<file path="src/rtl/elbeth_load_store_unit.sv">
// Load/store stage between EXS and the data memory port: aligns requests, drives strobes,
// extends load data, and raises misaligned/access faults (bus error or BUSY watchdog).
module elbeth_load_store_unit #(
  parameter int TIMEOUT_CYCLES = 255
) (
  input  logic        clk,
  input  logic        rst,
  input  logic        exs_mem_en,
  input  logic        exs_mem_rw,
  input  logic [1:0]  exs_mem_size,
  input  logic        exs_mem_signed,
  input  logic [31:0] exs_addr,
  input  logic [31:0] exs_wdata,
  output logic [31:0] dmem_addr,
  output logic        dmem_en,
  output logic [3:0]  dmem_wr,
  output logic [31:0] dmem_out_data,
  input  logic [31:0] dmem_in_data,
  input  logic        dmem_ready,
  input  logic        dmem_error,
  output logic [31:0] lsu_rdata,
  output logic        lsu_done,
  output logic        lsu_stall,
  output logic        lsu_exc_misaligned_ld,
  output logic        lsu_exc_misaligned_st,
  output logic        lsu_exc_access,
  output logic [31:0] lsu_exc_addr
);

  typedef enum logic [1:0] {IDLE, BUSY, DONE, FAULT} state_t;
  typedef enum logic [1:0] {F_MIS_LD, F_MIS_ST, F_ACCESS} fault_t;

  localparam logic [31:0] TO_LAST = 32'(TIMEOUT_CYCLES - 1);

  state_t      state, state_nxt;
  fault_t      fault_q;
  logic [31:0] addr_q, daddr_q, odata_q, rdata_q, cnt_q;
  logic [3:0]  wr_q;
  logic [1:0]  size_q;
  logic        signed_q, rw_q;
  logic        misaligned, timeout;
  logic [3:0]  strobe;
  logic [31:0] repl, shifted, ext;

  always_comb begin
    misaligned = 1'b0;
    strobe     = 4'b1111;
    repl       = exs_wdata;
    case (exs_mem_size)
      2'b00: begin
        strobe = 4'b0001 << exs_addr[1:0];
        repl   = {4{exs_wdata[7:0]}};
      end
      2'b01: begin
        misaligned = exs_addr[0];
        strobe     = 4'b0011 << exs_addr[1:0];
        repl       = {2{exs_wdata[15:0]}};
      end
      2'b10:   misaligned = (exs_addr[1:0] != 2'b00);
      default: misaligned = 1'b1;
    endcase
  end

  // Extraction uses the latched offset/size; the memory word arrives while BUSY.
  always_comb begin
    shifted = dmem_in_data >> {addr_q[1:0], 3'b000};
    case (size_q)
      2'b00:   ext = {{24{signed_q & shifted[7]}}, shifted[7:0]};
      2'b01:   ext = {{16{signed_q & shifted[15]}}, shifted[15:0]};
      default: ext = dmem_in_data;
    endcase
  end

  assign timeout = (TIMEOUT_CYCLES != 0) && (cnt_q == TO_LAST);

  always_ff @(posedge clk) begin
    if (rst) state <= IDLE;
    else     state <= state_nxt;
  end

  always_comb begin
    state_nxt = state;
    case (state)
      IDLE: if (exs_mem_en) state_nxt = misaligned ? FAULT : BUSY;
      BUSY: begin
        if (dmem_ready)   state_nxt = dmem_error ? FAULT : DONE;
        else if (timeout) state_nxt = FAULT;
      end
      default: state_nxt = IDLE;
    endcase
  end

  always_ff @(posedge clk) begin
    if (rst) begin
      fault_q  <= F_MIS_LD;
      addr_q   <= '0;
      daddr_q  <= '0;
      odata_q  <= '0;
      rdata_q  <= '0;
      cnt_q    <= '0;
      wr_q     <= '0;
      size_q   <= '0;
      signed_q <= 1'b0;
      rw_q     <= 1'b0;
    end else begin
      case (state)
        IDLE: begin
          cnt_q <= '0;
          if (exs_mem_en) begin
            addr_q   <= exs_addr;
            size_q   <= exs_mem_size;
            signed_q <= exs_mem_signed;
            rw_q     <= exs_mem_rw;
            if (misaligned) begin
              fault_q <= exs_mem_rw ? F_MIS_ST : F_MIS_LD;
            end else begin
              daddr_q <= {exs_addr[31:2], 2'b00};
              wr_q    <= exs_mem_rw ? strobe : 4'b0000;
              odata_q <= repl;
            end
          end
        end
        BUSY: begin
          cnt_q <= cnt_q + 32'd1;
          if (dmem_ready && !dmem_error && !rw_q) rdata_q <= ext;
          if ((dmem_ready && dmem_error) || (!dmem_ready && timeout)) fault_q <= F_ACCESS;
        end
        default: cnt_q <= '0;
      endcase
    end
  end

  assign dmem_en               = (state == BUSY);
  assign dmem_addr             = daddr_q;
  assign dmem_wr               = dmem_en ? wr_q : 4'b0000;
  assign dmem_out_data         = odata_q;
  assign lsu_rdata             = rdata_q;
  assign lsu_done              = (state == DONE);
  assign lsu_stall             = exs_mem_en && (state != DONE) && (state != FAULT);
  assign lsu_exc_misaligned_ld = (state == FAULT) && (fault_q == F_MIS_LD);
  assign lsu_exc_misaligned_st = (state == FAULT) && (fault_q == F_MIS_ST);
  assign lsu_exc_access        = (state == FAULT) && (fault_q == F_ACCESS);
  assign lsu_exc_addr          = addr_q;

endmodule

</file>
<file path="config.mk">
export PLATFORM = sky130hd
export DESIGN_NAME = elbeth_load_store_unit
export DESIGN_NICKNAME = d
export VERILOG_FILES = /design/src/rtl/elbeth_load_store_unit.sv
export SDC_FILE = /design/constraint.sdc
export NUM_CORES = 1
export LEC_CHECK = 0
export CAP_MARGIN = 10
export CORE_MARGIN = 3
export CORE_UTILIZATION = 40
export CTS_CLUSTER_DIAMETER = 150
export DETAILED_ROUTE_END_ITERATION = 6
export DONT_BUFFER_PORTS = 1
export PLACE_DENSITY = 0.6
export REMOVE_ABC_BUFFERS = 1
export SYNTH_ARGS = -nofsm -noshare
export SYNTH_HDL_FRONTEND = slang
export SYNTH_SLANG_ARGS = --single-unit
</file>
<file path="constraint.sdc">
create_clock -name clk -period 3.05 [get_ports clk]
set_clock_uncertainty 0.1 [all_clocks]
set_input_delay 0.61 -clock clk [delete_from_list [all_inputs] [get_ports clk]]
set_output_delay 0.61 -clock clk [all_outputs]
set_load 0.01 [all_outputs]
</file>
==> summary.txt, run 1 <==
CTS
  – CTS tree: yes
  – CTS max path bufs: 2
  – H-Tree Depth: 4
  – PostCTS Resize Cnt: 0
  – Clock Sinks: 170
  – Post-CTS Setup Repair Bufs: 0
  – Cts hold-fix bufs: 0
  – Worst-path clk slew: ~0.07 ns
  – CTS root buf: clkbuf_16
  – Clk_lat worst skew: 0.42 ns
  – TritonCTS buffer count: 17

Global routing
  – Global Route met3 Usage: roughly 9%
  – First-pass GRT wire length: around 32000 µm
  – Routing usage on met1: 24.41%
  – All-Layer GR Usage: 19.70%
  – Met2 Resource Use GR: between 30% and 40%
  – Initial antenna violation count: 0
  – GRT Residual Overflow: 0
  – Most Crowded Layer GR: met2
  – Vias in the first global route: 5893
  – Pin count of the biggest net entering global routing: around 140

Placement
  – Post-place setup slack: 0.7455 ns
  – Post-DP HPWL: 13640 µm
  – Post-Place Cells: 1078
  – Final RePlAce weighted congestion: about 0.8
  – IO buf count: 0
  – Placed instance area: around 7400 µm²

Detailed routing
  – Final wirelength: 20210 µm
  – Number of routed nets with antenna violations: 0
  – Via/cell ratio: 5.608
  – # DRC: 0
  – Drt first pass iters: 4
  – Initial DRC count: about 340
  – WL per Instance: about 18 µm
  – Via count: between 6000 and 7000

Pwr
  – Internal power: 3.733 mW
  – Register share of total power: 47.9%
  – Total Power: 5.106 mW
  – Peak supply drop: ~0.00038 V
  – Leak: about 2.7 nW
  – Logic pwr share: roughly 7.6%
  – Sw Ratio: between 20 and 30%
  – Power Density: 632.6 nW/µm²
  – Clock Power Share: between 40% and 50%
  – NetSw: between 1 and 1.5 mW

Worst setup path
  – Worst Setup End Kind: output port
  – Crit. Startpoint: state[0]$_SDFFE_PP0P_
  – Crit path kind: flop to output port
  – R2r startpoint: cnt_q[2]$_SDFF_PP0_
  – Max FO, Critical Path: 9
  – Flop2flop setup slack: between 0.7 and 0.8 ns
  – R2r endpoint: cnt_q[23]$_SDFF_PP0_
  – Startpoint types: flop
  – Worst reg2reg path depth: 4
  – CP Capture Point: dmem_wr[0]
  – Critical path required time: around 2.3 ns
  – Arr. time, crit path: between 1.5 and 2 ns

Yosys
  – Mean post-synth cell area: 8.027 µm²
  – Synth Warn #: 0
  – Most used DFF post-synth: dfxtp_1
  – Mapped cell area: around 7300 µm²
  – Async SR Flop Fraction: 0%
  – Sequential area share after synthesis: around 47%
  – Number of synthesized flops with an enable pin: 0
  – Cell count after synthesis: 910
  – #FFs+latches synth: 170
  – Post-synth cell types: 50

STA
  – Final min period: about 2.4 ns
  – FMAX: 0.4173 GHz
  – Final setup viols: 0
  – Final worst-path cycle share: between 70% and 80%
  – Worst Slack Setup Final: 0.6538 ns
  – Slew headroom: roughly half
  – Worst Max-Slew Pin Slew: about 0.73 ns
  – Hold WS: 0.1478 ns
  – RSZ-0062 raised after global routing: no
  – Fin. max-slew vios: 0
  – Final-report hold violation count: 0

Floorplanning
  – Die height: 141.1 µm
  – Cell Rows: 48
  – Core Footprint: 17600 µm²
  – I/O pins: between 200 and 250
  – Starting density of the core: 41.51%
  – Die area: 19920 µm²
  – Horiz. Die Dim: 141.1 µm

Cells and area
  – Diodes inserted: 0
  – Final Cell Area: 8071 µm²
  – Layout fillers: ~1700
  – Final #Nets: 979
  – Layout area overhead: 10.50%
  – Final cell count without fillers: roughly 1100
  – Share of post-route cells with drive strength above 1: around 6%

Flow run
  – Max_cap viols: 0

Status
  – Status: completed

Hold path
  – HP Class: input pin to flop
-- flip-flops by register name, summed over array words and instances (netlist names) --
| signal | count |
|---|---|
| lsu_rdata | 32 |
| size_q | 2 |
| cnt_q | 32 |
| state | 2 |
| fault_q | 2 |
| lsu_exc_addr | 32 |
| wr_q | 4 |
| dmem_addr | 30 |
| rw_q | 1 |
| dmem_out_data | 32 |
| signed_q | 1 |
-- metal layers --
| metal | routed length [µm] | up-vias | part of all wire, % |
|---|---|---|---|
| met5 | 0 | - | 0 |
| met4 | 272 | 0 | 1.3 |
| met3 | 2212 | 23 | 11 |
| met2 | 9394 | 214 | 46 |
| met1 | 8331 | 2880 | 41 |
| li1 | - | 3108 | - |
-- final cells by class --
| class | instances | area [µm²] | share of cell area, % |
|---|---|---|---|
| clock buffer | 17 | 425.4 | 5.271 |
| tap | 225 | 281.5 | 3.488 |
| clock inverter | 15 | 206.4 | 2.558 |
| sequential | 170 | 3403 | 42.16 |
| multi-input combinational | 660 | 3603 | 44.64 |
| inverter | 9 | 33.78 | 0.4185 |
| timing repair buffer | 14 | 117.6 | 1.457 |
-- through the flow --
stage	TNS [ns]	util [%]
after floorplan	-137.00	-
after global placement	0	42.28
after detailed placement	0	42.28
after CTS	0	45.87
after global routing	0	45.87
final	0	45.87
-- critical path, stage by stage (launching register included) --
cell	delay, ns
dfxtp_1	0.52
nand2b_1	0.23
inv_1	0.12
buf_4	0.17
and2_1	0.23
-- power by group through the flow --
| stage | clock network (mW) | registers [mW] | logic, mW |
|---|---|---|---|
| after floorplan | 0 | 2.48 | 0.282 |
| after global placement | 0 | 2.50 | 0.390 |
| after detailed placement | 0 | 2.50 | 0.396 |
| after CTS | 2.35 | 2.45 | 0.395 |
| after global routing | 2.44 | 2.46 | 0.448 |
| final | 2.27 | 2.45 | 0.390 |
-- logic make-up (layout without fill, tap and decap cells) --
| family | after synthesis | count (layout) | share of synthesized area [%] |
|---|---|---|---|
| buffers and inverters | 81 | 55 | 4.436 |
| adder cells (fa/ha/maj) | 2 | 2 | 0.3425 |
| XOR/XNOR | 9 | 9 | 1.079 |
| other | 1 | 2 | 0.05134 |
| multiplexers | 29 | 29 | 4.145 |
| flip-flops | 170 | 170 | 46.59 |
| AND/OR/NAND/NOR | 377 | 377 | 22.85 |
| AO/OA/AOI/OAI | 241 | 241 | 20.50 |
-- synthesized netlist by cell type, drive strengths merged, types with 2 or more instances --
master | instances | area (µm²)
o21a | 4 | 30.03
nor4 | 7 | 43.79
nor2 | 68 | 255.2
and4 | 3 | 26.28
or4 | 14 | 108.9
nor3 | 7 | 35.03
inv | 9 | 33.78
nand4 | 9 | 71.32
xnor2 | 6 | 52.55
or3 | 8 | 50.05
a31oi | 2 | 12.51
o31ai | 12 | 90.09
o2bb2ai | 7 | 61.31
o221ai | 7 | 61.31
buf | 11 | 61.30
o21ai | 27 | 135.1
and2 | 4 | 25.02
nand2 | 223 | 837.1
dfxtp | 170 | 3403
xor2 | 3 | 26.28
and3 | 4 | 25.02
clkbuf | 61 | 229.0
a2bb2oi | 8 | 70.07
nand3 | 9 | 45.04
nor2b | 6 | 37.54
nand2b | 7 | 43.79
a311oi | 10 | 87.58
a21oi | 116 | 580.6
a22oi | 7 | 52.55
a211oi | 32 | 240.2
ha | 2 | 25.02
mux2i | 28 | 280.3
nor3b | 4 | 30.03
o211ai | 3 | 22.52
o31a | 3 | 26.28
-- placed cells by master (no fill, tap or decap), types with 6 or more instances in the layout --
cell type and instances:
nand2_1 223, dfxtp_1 170, a21oi_1 116, nor2_1 68
a211oi_1 32, mux2i_1 28, o21ai_0 26, clkbuf_16 17
or4_1 13, buf_4 13, o31ai_1 12, a311oi_1 10
inv_1 9, nand3_1 9, nand4_1 8, a2bb2oi_1 8
or3_1 8, nor4_1 7, nand2b_1 7, o2bb2ai_1 7
a22oi_1 7, o221ai_1 7, nor2b_1 6, nor3_1 6
xnor2_1 6
-- how the worst min path moves through the flow --
stage / end / cells past startpoint / slack (ns) / from
4_1_cts: dmem_addr[30]$_SDFFE_PP0P_ / 1 / 0.12 / rst
2_1_floorplan: wr_q[1]$_SDFFE_PP0P_ / 2 / 0.32 / wr_q[1]$_SDFFE_PP0P_
6_report: dmem_addr[30]$_SDFFE_PP0P_ / 1 / 0.15 / rst
5_1_grt: dmem_addr[30]$_SDFFE_PP0P_ / 1 / 0.12 / rst
3_5_place_dp: wr_q[1]$_SDFFE_PP0P_ / 2 / 0.34 / wr_q[1]$_SDFFE_PP0P_
3_3_place_gp: wr_q[1]$_SDFFE_PP0P_ / 2 / 0.33 / wr_q[1]$_SDFFE_PP0P_
(Power assumes the default switching activity.)
==> run 2, diff against run 1 <==
==> constraint.sdc (replaced) <==
create_clock -name clk -period 2.5 [get_ports clk]
set_clock_uncertainty 0.1 [all_clocks]
set_input_delay 0.5 -clock clk [delete_from_list [all_inputs] [get_ports clk]]
set_output_delay 0.5 -clock clk [all_outputs]
set_load 0.01 [all_outputs]
==> summary.txt, run 2 (same netlist as run 1, synthesis figures left out) <==
Cells and area
  – Diodes inserted: 0 (unchanged)
  – Final #Nets: 986 (was 979)
  – Share of post-route cells with drive strength above 1: 6.726% (was 5.989%)
  – Most common cell after layout, fill and taps aside: nand2_1 (unchanged)
  – Final Cell Area: 8177 µm² (was 8071 µm²)
  – Most frequent cells in the layout: nand2_1 (223), dfxtp_1 (170), a21oi_1 (116), nor2_1 (68), a211oi_1 (32) (unchanged)
  – Layout area overhead: 11.94% (was 10.50%)

Worst setup path
  – R2r endpoint: cnt_q[22]$_SDFF_PP0_ (was cnt_q[23]$_SDFF_PP0_)
  – Max FO, Critical Path: 9 (unchanged)
  – CP Capture Point: dmem_wr[2] (was dmem_wr[0])
  – Flop2flop setup slack: 0.26 ns (was 0.78 ns)
  – Arr. time, crit path: 1.70 ns (was 1.69 ns)
  – R2r startpoint: cnt_q[0]$_SDFF_PP0_ (was cnt_q[2]$_SDFF_PP0_)
  – Worst Setup End Kind: output port (unchanged)
  – Critical path required time: 1.90 ns (was 2.34 ns)
  – Crit path kind: flop to output port (unchanged)
  – Startpoint types: flop (unchanged)
  – Worst reg2reg path depth: 5 (was 4)
  – Crit. Startpoint: state[0]$_SDFFE_PP0P_ (unchanged)

Placement
  – IO buf count: 0 (unchanged)
  – Post-DP HPWL: 13890 µm (was 13640 µm)
  – Final RePlAce weighted congestion: 0.7856 (was 0.7969)
  – Placed instance area: 7530 µm² (was 7440 µm²)
  – Post-place setup slack: 0.2779 ns (was 0.7455 ns)

STA
  – Worst Slack Setup Final: 0.1988 ns (was 0.6538 ns)
  – FMAX: around 0.43 GHz
  – Final setup viols: 0 (unchanged)
  – Final min period: ~2.3 ns
  – Final worst-path cycle share: around 92%
  – Worst Max-Slew Pin Slew: 0.6367 ns (was 0.7261 ns)
  – Final-report hold violation count: 0 (unchanged)
  – Fin. max-slew vios: 0 (unchanged)
  – RSZ-0062 raised after global routing: no (unchanged)
  – Setup_tns: 0 ns (unchanged)
  – Slew headroom: 57.46% (was 51.59%)

CTS
  – Cts hold-fix bufs: 0 (unchanged)
  – H-Tree Depth: 4 (unchanged)
  – Clock Sinks: 170 (unchanged)
  – Clk_lat worst skew: 0.42 ns (about the same)
  – Worst-path clk slew: 0.07 ns (about the same)
  – Post-CTS Setup Repair Bufs: 0 (unchanged)
  – CTS root buf: clkbuf_16 (unchanged)
  – CTS max path bufs: 2 (unchanged)
  – TritonCTS buffer count: 17 (unchanged)
  – PostCTS Resize Cnt: 0 (unchanged)
  – CTS tree: yes (unchanged)

Floorplanning
  – Horiz. Die Dim: 141.1 µm (unchanged)
  – Starting density of the core: 41.51% (unchanged)
  – I/O pins: 243 (unchanged)
  – Cell Rows: 48 (unchanged)
  – Die area: 19920 µm² (unchanged)
  – Core Footprint: 17600 µm² (unchanged)
  – Die height: 141.1 µm (unchanged)

Global routing
  – Initial antenna violation count: 0 (unchanged)
  – Vias in the first global route: 6123 (was 5893)
  – GRT Residual Overflow: 0 (unchanged)
  – All-Layer GR Usage: 20.22% (was 19.70%)
  – Pin count of the biggest net entering global routing: 141 (unchanged)
  – First-pass GRT wire length: 32730 µm (was 31790 µm)

Flow run
  – Max_cap viols: 0 (unchanged)

Detailed routing
  – Initial DRC count: 291 (was 341)
  – Drt first pass iters: 4 (unchanged)
  – Via/cell ratio: 5.530 (was 5.608)
  – Final wirelength: 20280 µm (was 20210 µm)
  – WL per Instance: 18.16 µm (was 18.21 µm)
  – # DRC: 0 (unchanged)
  – Via count: 6177 (was 6225)
  – Number of routed nets with antenna violations: 0 (unchanged)

Pwr
  – Power Density: 780.0 nW/µm² (was 632.6 nW/µm²)
  – Leak: 2.706 nW (was 2.650 nW)
  – Peak supply drop: 0.0004613 V (was 0.0003763 V)
  – Total Power: 6.378 mW (was 5.106 mW)

Status
  – Status: completed (unchanged)

Hold path
  – HP Start: rst (unchanged)
  – HP Class: input pin to flop (unchanged)
run 2: cell types whose count changed in the layout (fill, tap and decap cells not counted), sizes merged:
cell      delta
clkinvlp     +1
clkbuf       +1
bufinv       +2
buf          +7
inv          +1
clkinv       -5
run 2: area by class of cell:
class | count | area, µm²
sequential | 170 | 3403
clock buffer | 18 | 439.2
tap | 225 | 281.5
fill | 1738 | 9420
timing repair buffer | 21 | 207.7
inverter | 9 | 33.78
clock inverter | 14 | 207.7
multi-input combinational | 660 | 3603
run 2: critical path: stages (launching register included):
cell and delay, ns:
dfxtp_1 0.50, nand2b_1 0.20, inv_1 0.30, and2_1 0.28
run 2: metal layers:
| metal | track usage (%) | part of all wire, % | up-vias |
|---|---|---|---|
| li1 | - | - | 3116 |
| met1 | 24.61 | 41 | 2836 |
| met2 | 32.28 | 46 | 212 |
| met3 | 9.634 | 12 | 13 |
| met4 | 5.099 | 1.1 | 0 |
| met5 | 0 | 0 | - |
run 2: power by group:
part / internal, mW / total (mW) / leakage (nW) / switching [mW]
Combinational: 0.197 / 0.488 / 1.01 / 0.291
Sequential: 2.83 / 2.99 / 1.38 / 0.154
Clock: 1.73 / 2.90 / 0.316 / 1.17
run 2: worst min path at each step:
stage | end | slack (ns) | cells past startpoint
after detailed placement | wr_q[1]$_SDFFE_PP0P_ | 0.34 | 2
after global placement | wr_q[1]$_SDFFE_PP0P_ | 0.33 | 2
after floorplan | wr_q[1]$_SDFFE_PP0P_ | 0.32 | 2
after global routing | dmem_addr[3]$_SDFFE_PP0P_ | 0.01 | 1
after CTS | dmem_addr[3]$_SDFFE_PP0P_ | 0.02 | 1
final | dmem_addr[3]$_SDFFE_PP0P_ | 0.03 | 1
run 2: metrics by stage:
| step | hold slack [ns] | utilization (%) | std cells |
|---|---|---|---|
| floorplan | 0.3212 | - | 839 |
| global placement | 0.3325 | 42.79 | 1085 |
| detailed placement | 0.3391 | 42.79 | 1085 |
| CTS | 0.02175 | 46.47 | 1117 |
| global route | 0.01111 | 46.47 | 1117 |
| finish | 0.03141 | 46.47 | 1117 |
==> run 3, diff against run 2 <==
--- a/config.mk
+++ b/config.mk
@@ -5,9 +5,11 @@
 export SDC_FILE = /design/constraint.sdc
 export NUM_CORES = 1
 export LEC_CHECK = 0
+export ABC_AREA = 0
 export CAP_MARGIN = 10
 export CORE_MARGIN = 3
 export CORE_UTILIZATION = 40
+export CTS_BUF_LIST = sky130_fd_sc_hd__clkbuf_8
 export CTS_CLUSTER_DIAMETER = 150
 export DETAILED_ROUTE_END_ITERATION = 6
 export DONT_BUFFER_PORTS = 1
==> summary.txt, run 3 (same netlist as run 1, synthesis figures left out) <==
STA
  – Final setup viols: 0 (unchanged)
  – Hold WS: 0.05331 ns (was 0.03141 ns)
  – Slew headroom: 58.29% (was 57.46%)
  – FMAX: 0.4454 GHz (was 0.4346 GHz)
  – Fin. max-slew vios: 0 (unchanged)
  – Final min period: 2.245 ns (was 2.301 ns)
  – Worst Max-Slew Pin Slew: 0.6243 ns (was 0.6367 ns)
  – Final worst-path cycle share: 89.80% (was 92.05%)
  – Final-report hold violation count: 0 (unchanged)
  – RSZ-0062 raised after global routing: no (unchanged)
  – Worst Slack Setup Final: 0.2549 ns (was 0.1988 ns)

Cells and area
  – Most frequent cells in the layout: nand2_1 (223), dfxtp_1 (170), a21oi_1 (116), nor2_1 (68), a211oi_1 (32) (unchanged)
  – Layout area overhead: 10.38% (was 11.94%)
  – Diodes inserted: 0 (unchanged)
  – Final #Nets: 990 (was 986)
  – Most common cell after layout, fill and taps aside: nand2_1 (unchanged)
  – Share of post-route cells with drive strength above 1: 7.143% (was 6.726%)
  – Final cell count without fillers: 1121 (was 1117)
  – Layout fillers: 1753 (was 1738)

Detailed routing
  – Via/cell ratio: 5.582 (was 5.530)
  – Number of routed nets with antenna violations: 0 (unchanged)
  – # DRC: 0 (unchanged)
  – Drt first pass iters: 5 (was 4)
  – WL per Instance: 18.73 µm (was 18.16 µm)
  – Final wirelength: 21000 µm (was 20280 µm)
  – Via count: 6257 (was 6177)
  – Initial DRC count: 386 (was 291)

CTS
  – TritonCTS buffer count: 17 (unchanged)
  – Post-CTS Setup Repair Bufs: 0 (unchanged)
  – Clk_lat worst skew: 0.46 ns (was 0.42 ns)
  – Clock Sinks: 170 (unchanged)
  – CTS root buf: clkbuf_8 (was clkbuf_16)
  – CTS tree: yes (unchanged)
  – H-Tree Depth: 4 (unchanged)
  – Worst-path clk slew: 0.10 ns (was 0.07 ns)
  – CTS max path bufs: 2 (unchanged)

Worst setup path
  – Worst Setup End Kind: output port (unchanged)
  – R2r endpoint: cnt_q[26]$_SDFF_PP0_ (was cnt_q[22]$_SDFF_PP0_)
  – Startpoint types: flop (unchanged)
  – R2r startpoint: cnt_q[0]$_SDFF_PP0_ (unchanged)
  – Flop2flop setup slack: 0.27 ns (was 0.26 ns)
  – CP top delay family: flip-flops (unchanged)
  – Max FO, Critical Path: 9 (unchanged)
  – Arr. time, crit path: 1.65 ns (was 1.70 ns)
  – Worst path slowest cell: dfxtp_1 (unchanged)
  – Critical path required time: 1.90 ns (about the same)
  – Crit. Startpoint: state[0]$_SDFFE_PP0P_ (unchanged)
  – CP Capture Point: dmem_wr[1] (was dmem_wr[2])
  – Critical path cell sequence: nand2b_1, inv_2, and2_1 (was nand2b_1, inv_1, and2_1)
  – CP bufs+invs: 1 (unchanged)
  – Crit path kind: flop to output port (unchanged)
  – Slowest stage delay, CP: 0.51 ns (was 0.50 ns)
  – CP Depth: 3 (unchanged)
  – Worst reg2reg path depth: 5 (unchanged)

Placement
  – Post-place setup slack: 0.2779 ns (unchanged)
  – IO buf count: 0 (unchanged)
  – Post-DP HPWL: 13890 µm (unchanged)
  – Post-Place Cells: 1085 (unchanged)
  – Final RePlAce weighted congestion: 0.7856 (unchanged)

Floorplanning
  – I/O pins: 243 (unchanged)
  – Cell Rows: 48 (unchanged)
  – Starting density of the core: 41.51% (unchanged)
  – Core Footprint: 17600 µm² (unchanged)
  – Horiz. Die Dim: 141.1 µm (unchanged)
  – Die height: 141.1 µm (unchanged)
  – Die area: 19920 µm² (unchanged)

Hold path
  – HP Class: input pin to flop (unchanged)
  – Hold Crit Depth: 2 (was 1)

Global routing
  – All-Layer GR Usage: 21.04% (was 20.22%)
  – GRT Residual Overflow: 0 (unchanged)
  – Vias in the first global route: 6172 (was 6123)
  – First-pass GRT wire length: 33680 µm (was 32730 µm)
  – Initial antenna violation count: 0 (unchanged)
  – Pin count of the biggest net entering global routing: 89 (was 141)

Pwr
  – Power Density: 716.2 nW/µm² (was 780.0 nW/µm²)
  – Leak: 2.653 nW (was 2.706 nW)
  – Peak supply drop: 0.0004029 V (was 0.0004613 V)

Status
  – Status: completed (unchanged)

Flow run
  – Max_cap viols: 0 (unchanged)
-- run 3: what timing repair did --
| item | 4_1_cts | 5_1_grt |
|---|---|---|
| gates resized for setup | 0 | 1 |
| hold endpoints to repair | 88 | 0 |
| setup endpoints to repair | 0 | 4 |
| hold buffers | 4 | 0 |
-- run 3: per-stage QoR --
stage / area (µm²) / util (%) / power, mW / TNS [ns]
floorplan: 7018 / - / 3.370 / -193.81
global placement: 7530 / 42.79 / 3.536 / 0
detailed placement: 7530 / 42.79 / 3.546 / 0
CTS: 8063 / 45.82 / 5.833 / 0
global route: 8063 / 45.82 / 6.030 / 0
finish: 8063 / 45.82 / 5.774 / 0
-- run 3: power breakdown --
| part | switching, mW | internal, mW | leakage (nW) |
|---|---|---|---|
| sequential | 0.153 | 2.83 | 1.38 |
| clock | 1.10 | 1.15 | 0.229 |
| combinational | 0.332 | 0.210 | 1.04 |
-- run 3: layout make-up --
type	instances	area [µm²]	share of cell area (%)
Sequential cell	170	3403	42.21
Multi-Input combinational cell	660	3603	44.69
Clock buffer	18	247.7	3.073
Timing Repair Buffer	25	285.3	3.538
Tap cell	225	281.5	3.492
Inverter	9	33.78	0.4190
Clock inverter	14	207.7	2.576
-- run 3: worst min path at each step --
stage                               startpoint                            end  slack (ns)
after floorplan           wr_q[1]$_SDFFE_PP0P_           wr_q[1]$_SDFFE_PP0P_        0.32
after global placement    wr_q[1]$_SDFFE_PP0P_           wr_q[1]$_SDFFE_PP0P_        0.33
after detailed placement  wr_q[1]$_SDFFE_PP0P_           wr_q[1]$_SDFFE_PP0P_        0.34
after CTS                         exs_addr[17]     dmem_addr[17]$_SDFFE_PP0P_        0.04
after global routing               exs_addr[5]      dmem_addr[5]$_SDFFE_PP0P_        0.03
final                             exs_addr[15]  lsu_exc_addr[15]$_SDFFE_PP0P_        0.05
-- run 3: metal layers --
| layer | vias up | GRT usage [%] | wire length, µm |
|---|---|---|---|
| met5 | - | 0 | 0 |
| met4 | 0 | 5.201 | 289 |
| li1 | 3124 | - | - |
| met1 | 2892 | 25.86 | 8578 |
| met2 | 224 | 33.46 | 9712 |
| met3 | 17 | 9.905 | 2419 |
